==> src/rtl/id_exe_pipe_reg.sv <==
// ----------------------------------------------------------------------------
// id_exe_pipe_reg
//
// ID -> EXE pipeline register of the ARM forwarding pipeline. Each cycle it
// captures the decoded instruction and its operands from ID and presents them
// to EXE. A hazard stall turns the slot into a bubble; an EXE branch flush
// squashes the slot entirely. Saturating counters record bubbles, flushes and
// issued instructions for pipeline-efficiency measurement.
//
// Ports:
//   clk, rst_n            clock, asynchronous active-low reset
//   flush                 branch taken in EXE: clear the whole slot
//   hazard                stall from hazard unit: insert a bubble
//   perf_clr              synchronous clear of the three counters
//   *_in                  decoded instruction fields from ID
//   <name> (no _in)       registered copies presented to EXE
//   exe_valid             slot holds a real instruction
//   bubble_cnt, flush_cnt, issue_cnt   saturating performance counters
// ----------------------------------------------------------------------------
module id_exe_pipe_reg #(
    parameter int unsigned CNT_W = 16
) (
    input  logic              clk,
    input  logic              rst_n,
    input  logic              flush,
    input  logic              hazard,
    input  logic              perf_clr,

    input  logic              WB_EN_in,
    input  logic              MEM_R_EN_in,
    input  logic              MEM_W_EN_in,
    input  logic              B_in,
    input  logic              S_in,
    input  logic [3:0]        EXE_CMD_in,
    input  logic [31:0]       PC_in,
    input  logic [31:0]       Val_Rn_in,
    input  logic [31:0]       Val_Rm_in,
    input  logic              imm_in,
    input  logic [11:0]       Shift_operand_in,
    input  logic [23:0]       Signed_imm_24_in,
    input  logic [3:0]        Dest_in,
    input  logic [3:0]        src1_in,
    input  logic [3:0]        src2_in,
    input  logic [3:0]        SR_in,

    output logic              WB_EN,
    output logic              MEM_R_EN,
    output logic              MEM_W_EN,
    output logic              B,
    output logic              S,
    output logic [3:0]        EXE_CMD,
    output logic [31:0]       PC,
    output logic [31:0]       Val_Rn,
    output logic [31:0]       Val_Rm,
    output logic              imm,
    output logic [11:0]       Shift_operand,
    output logic [23:0]       Signed_imm_24,
    output logic [3:0]        Dest,
    output logic [3:0]        src1,
    output logic [3:0]        src2,
    output logic [3:0]        SR,

    output logic              exe_valid,
    output logic [CNT_W-1:0]  bubble_cnt,
    output logic [CNT_W-1:0]  flush_cnt,
    output logic [CNT_W-1:0]  issue_cnt
);

    // Slot occupancy: the only state beyond the captured fields themselves.
    typedef enum logic {
        SLOT_EMPTY = 1'b0,
        SLOT_VALID = 1'b1
    } slot_t;

    // What happens to the slot at the coming edge (flush > hazard > load).
    typedef enum logic [1:0] {
        OP_LOAD   = 2'd0,
        OP_BUBBLE = 2'd1,
        OP_FLUSH  = 2'd2
    } slot_op_t;

    slot_t    state_q;
    slot_t    state_d;
    slot_op_t slot_op;

    function automatic logic [CNT_W-1:0] sat_inc(input logic [CNT_W-1:0] v);
        return (v == '1) ? v : v + CNT_W'(1);
    endfunction

    // ------------------------------------------------------------------
    // Next-state / operation decode
    // ------------------------------------------------------------------
    always_comb begin
        slot_op = OP_LOAD;
        state_d = SLOT_VALID;
        if (flush) begin
            slot_op = OP_FLUSH;
            state_d = SLOT_EMPTY;
        end else if (hazard) begin
            slot_op = OP_BUBBLE;
            state_d = SLOT_EMPTY;
        end
    end

    always_ff @(posedge clk or negedge rst_n) begin
        if (!rst_n) begin
            state_q <= SLOT_EMPTY;
        end else begin
            state_q <= state_d;
        end
    end

    assign exe_valid = (state_q == SLOT_VALID);

    // ------------------------------------------------------------------
    // Control group: cleared by both bubble and flush so a bubble can
    // never write back or access memory.
    // ------------------------------------------------------------------
    always_ff @(posedge clk or negedge rst_n) begin
        if (!rst_n) begin
            WB_EN    <= 1'b0;
            MEM_R_EN <= 1'b0;
            MEM_W_EN <= 1'b0;
            B        <= 1'b0;
            S        <= 1'b0;
            EXE_CMD  <= '0;
        end else if (slot_op == OP_LOAD) begin
            WB_EN    <= WB_EN_in;
            MEM_R_EN <= MEM_R_EN_in;
            MEM_W_EN <= MEM_W_EN_in;
            B        <= B_in;
            S        <= S_in;
            EXE_CMD  <= EXE_CMD_in;
        end else begin
            WB_EN    <= 1'b0;
            MEM_R_EN <= 1'b0;
            MEM_W_EN <= 1'b0;
            B        <= 1'b0;
            S        <= 1'b0;
            EXE_CMD  <= '0;
        end
    end

    // ------------------------------------------------------------------
    // Data group: a bubble leaves these untouched (Dest included); every
    // consumer qualifies them with the now-cleared enables. A flush zeroes
    // them so a squashed branch leaves no trace.
    // ------------------------------------------------------------------
    always_ff @(posedge clk or negedge rst_n) begin
        if (!rst_n) begin
            PC            <= '0;
            Val_Rn        <= '0;
            Val_Rm        <= '0;
            imm           <= 1'b0;
            Shift_operand <= '0;
            Signed_imm_24 <= '0;
            Dest          <= '0;
            src1          <= '0;
            src2          <= '0;
            SR            <= '0;
        end else begin
            case (slot_op)
                OP_LOAD: begin
                    PC            <= PC_in;
                    Val_Rn        <= Val_Rn_in;
                    Val_Rm        <= Val_Rm_in;
                    imm           <= imm_in;
                    Shift_operand <= Shift_operand_in;
                    Signed_imm_24 <= Signed_imm_24_in;
                    Dest          <= Dest_in;
                    src1          <= src1_in;
                    src2          <= src2_in;
                    SR            <= SR_in;
                end
                OP_FLUSH: begin
                    PC            <= '0;
                    Val_Rn        <= '0;
                    Val_Rm        <= '0;
                    imm           <= 1'b0;
                    Shift_operand <= '0;
                    Signed_imm_24 <= '0;
                    Dest          <= '0;
                    src1          <= '0;
                    src2          <= '0;
                    SR            <= '0;
                end
                default: begin
                    // bubble: hold
                end
            endcase
        end
    end

    // ------------------------------------------------------------------
    // Performance counters: saturating, perf_clr beats any increment.
    // ------------------------------------------------------------------
    always_ff @(posedge clk or negedge rst_n) begin
        if (!rst_n) begin
            bubble_cnt <= '0;
            flush_cnt  <= '0;
            issue_cnt  <= '0;
        end else if (perf_clr) begin
            bubble_cnt <= '0;
            flush_cnt  <= '0;
            issue_cnt  <= '0;
        end else begin
            case (slot_op)
                OP_LOAD:   issue_cnt  <= sat_inc(issue_cnt);
                OP_BUBBLE: bubble_cnt <= sat_inc(bubble_cnt);
                OP_FLUSH:  flush_cnt  <= sat_inc(flush_cnt);
                default:   ;
            endcase
        end
    end

endmodule

==> config.mk <==
export PLATFORM = sky130hd
export DESIGN_NAME = id_exe_pipe_reg
export DESIGN_NICKNAME = d
export VERILOG_FILES = /design/src/rtl/id_exe_pipe_reg.sv
export SDC_FILE = /design/constraint.sdc
export NUM_CORES = 1
export LEC_CHECK = 0
export CORE_MARGIN = 1
export CORE_UTILIZATION = 30
export DETAILED_ROUTE_END_ITERATION = 12
export PLACE_DENSITY_LB_ADDON = 0.3
export REMOVE_ABC_BUFFERS = 1
export SYNTH_ARGS = -nofsm -noshare
export SYNTH_HDL_FRONTEND = slang
export SYNTH_SLANG_ARGS = --single-unit
==> constraint.sdc <==
create_clock -name clk -period 1.79 [get_ports clk]
set_clock_uncertainty 0.1 [all_clocks]
set_input_delay 0.2685 -clock clk [delete_from_list [all_inputs] [get_ports clk]]
set_output_delay 0.2685 -clock clk [all_outputs]
set_load 0.01 [all_outputs]
==> impl_metrics.env <==
export IMPL_status="complete, but fails checks"
export IMPL_violations="negative setup slack"
export IMPL_total_power_w=0.0113
export IMPL_avgViaCountPerCell=4.71
export IMPL_clkSinkCount=207
export IMPL_worstPathRequired_ns=2.13
export IMPL_wl_microns=28500
export IMPL_coreArea_sq_um=29600
export IMPL_finish_net_count=1441
export IMPL_cts_buffers=24
export IMPL_cts_root_buf="clkbuf_16"
export IMPL_cts_path_max_buffers=3
export IMPL_synth_top_family_by_area="multiplexers"
export IMPL_worstPathArrival_ns=2.24
export IMPL_crit_slowest_cell="or4_1"
export IMPL_fin_ws_ns=-0.120
export IMPL_fill_cells=2738
export IMPL_num_io_pins=370
export IMPL_crit_path_start_kind="flip-flop"
export IMPL_cp_max_fo=5
export IMPL_fmax_mhz=524
export IMPL_cp_cell_sequence="ha_2, nand4_1, or2_4, or4_1, a21oi_2"
export IMPL_ys_flop_type="dfrtp_1"
export IMPL_worst_pin_slew_ns=0.719
export IMPL_synth_compound_area_share_pct=5.01
export IMPL_grt_usage_pct=17.6
export IMPL_vdd_drop_max_mv=0.573
export IMPL_synthAdderAreaFrac_pct=0.416
export IMPL_synth_edf_count=0
export IMPL_htreeDepth=1
export IMPL_synth_ff_latch_count=207
export IMPL_synthArstFlopShare_pct=100
export IMPL_portBuffers=369
export IMPL_die_height_microns=175
export IMPL_slew_headroom_pct=52.0
export IMPL_grt_first_pass_wirelength_microns=43600
export IMPL_vias=7914
export IMPL_grt_pass1_vias=7754
export IMPL_setup_violations=7
export IMPL_crit_path_end_kind="flip-flop"
export IMPL_drv_cap=0
export IMPL_cpPeakStageDelay_ns=0.54
export IMPL_ys_types=40
export IMPL_antenna_cells=0
export IMPL_die_x_microns=175
export IMPL_die_area_sq_um=30800
export IMPL_gr_total_overflow=0
export IMPL_seq_area_frac_synth_pct=57.4
export IMPL_dr_pass1_iters=5
export IMPL_yosys_mux_area_fraction_pct=18.0
export IMPL_grt_start_max_net_pins=96
export IMPL_fin_hold_ws_ns=0.0285
export IMPL_hold_viol=0
export IMPL_slew_violations=0
export IMPL_dp_hpwl_microns=19700
export IMPL_synth_warnings=0
export IMPL_grt_setup_unrepaired="yes"
export IMPL_gp_congestion=0.813
export IMPL_rows=63
export IMPL_drive_gt1_share_pct=17.1
export IMPL_p_leak_nw=7.98
export IMPL_syn_to_final_growth_pct=65.6
export IMPL_antenna_found_initial=0
export IMPL_fin_crit_sh_pct=107
export IMPL_syn_avg_cell_area_sq_um=11.2
export IMPL_power_density_nw_per_um2=757
export IMPL_drt_iter0_markers=411
export IMPL_drc_errors=0
export IMPL_cts_tree="built"
export IMPL_fin_crit_ns=1.91
export IMPL_drtAntennaViolNets=0
export IMPL_yosys_area_share_simple_pct=16.4
export IMPL_start_util_pct=30.4
export IMPL_hp_class="input pin to flip-flop"
export IMPL_synthesis_instances=807
export IMPL_clkTransAtPathRegs_ns=0.06
export IMPL_synth_xor_area_share_pct=0
export IMPL_clk_latency_ns=0.51
export IMPL_syn_area_sq_um=9020
export IMPL_crit_type="flip-flop to flip-flop"
export IMPL_post_drt_wl_per_cell_microns=16.9
==> final timing paths <==
check	start	to	slack (ns)	cells after the start
worst max-delay path	flush_cnt[1]$_DFFE_PN0P_	flush_cnt[12]$_DFFE_PN0P_	-0.12	5
worst min-delay path	flush	Val_Rm[6]$_DFFE_PN0P_	0.03	3
worst max register to register	flush_cnt[1]$_DFFE_PN0P_	flush_cnt[12]$_DFFE_PN0P_	-0.12	5
worst min register to register	PC[1]$_DFFE_PN0P_	PC[1]$_DFFE_PN0P_	0.41	2
max in group asynchronous	rst_n	Shift_operand[10]$_DFFE_PN0P_	0.74	3
min in group asynchronous	rst_n	WB_EN$_DFF_PN0_	0.17	2
==> state kept, by name, indices dropped and copies added (netlist names) <==
name	flops
MEM_R_EN	1
WB_EN	1
exe_valid	1
Signed_imm_24	24
EXE_CMD	4
issue_cnt	16
Shift_operand	12
flush_cnt	16
SR	4
Dest	4
imm	1
src2	4
src1	4
bubble_cnt	16
MEM_W_EN	1
B	1
PC	32
Val_Rn	32
S	1
Val_Rm	32
==> cell usage after synthesis, drive strengths merged (4+ instances only) <==
cell type	count	area (sq um)
and4	4	35.0
dfrtp	207	5180
nand2	18	67.6
mux2i	151	1510
a21oi	37	185
nor2b	10	62.6
o31ai	20	150
nor2	166	623
nor3	5	25.0
clkbuf	26	97.6
nand2b	6	37.5
and2	10	62.6
o21ai	10	50.1
or3	9	56.3
nand3	18	95.1
mux2	10	113
inv	7	26.3
or4	21	158
nand4	15	93.8
nor4	10	77.6
buf	25	124
==> kinds of logic after synthesis <==
family          after synthesis
fa+ha+maj                     3
buf+inv                      58
mux                         161
compound gates               75
flops                       207
simple gates                303
==> cells in the final DEF (no fill, tap or decap), types with 11 or more instances in the layout <==
master and n:
a21oi_1 26, o31ai_1 19, dlygate4sd2_1 154, dlymetal6s2s_1 40, a21oi_2 11, or4_1 15
nand2_1 16, mux2i_1 151, dfrtp_1 205, nand3_1 15, nor2_1 164, buf_4 110
clkbuf_16 25, clkdlybuf4s50_1 169, nand4_1 15
==> worst max-delay path, delay by kind of cell, from the launching register on <==
family          cells  cell delay (ns)
simple gates        3             1.05
compound gates      1             0.14
fa+ha+maj           1             0.19
flops               1             0.36
==> power breakdown <==
group	internal, W	switching (W)
Combinational	0.000827	0.000701
Clock	0.00285	0.00192
Sequential	0.00489	0.000103
==> metal layers <==
| metal | share of wire (%) | GRT usage (%) |
|---|---|---|
| met1 | 41 | 22.4 |
| met2 | 51 | 30.9 |
| met4 | 2.0 | 4.49 |
| met5 | 0 | 0 |
| met3 | 6.1 | 3.05 |
==> area by class of cell <==
class	instances	area, sq um	share of cell area (%)
clock inverters	5	55.1	0.369
multi-input cells	542	3840	25.7
repair buffers	493	4640	31.0
well taps	390	488	3.27
flip-flops and latches	207	5180	34.7
clock buffers	36	707	4.73
inverters	7	26.3	0.176
==> what timing repair did <==
action	in CTS	in global routing
endpoints found under the hold margin	160	0
buffers inserted	13	13
endpoints found under the setup margin	181	75
hold buffers	1	0
gates cloned	0	2
pin swaps	19	19
resized for setup	182	81
==> per-stage QoR <==
stage	utilization, %	setup TNS (ns)	setup slack, ns	instances	instance area, sq um
after global placement	46.5	-0.932	-0.134	1612	13800
after detailed placement	46.5	-1.71	-0.151	1612	13800
final	50.4	-0.291	-0.120	1680	14900
after CTS	49.2	-0.359	-0.100	1667	14600
after floorplan	-	-8.77	-0.624	756	8800
after global routing	50.4	-1.49	-0.172	1680	14900
Power figures use the tool's default switching activity.
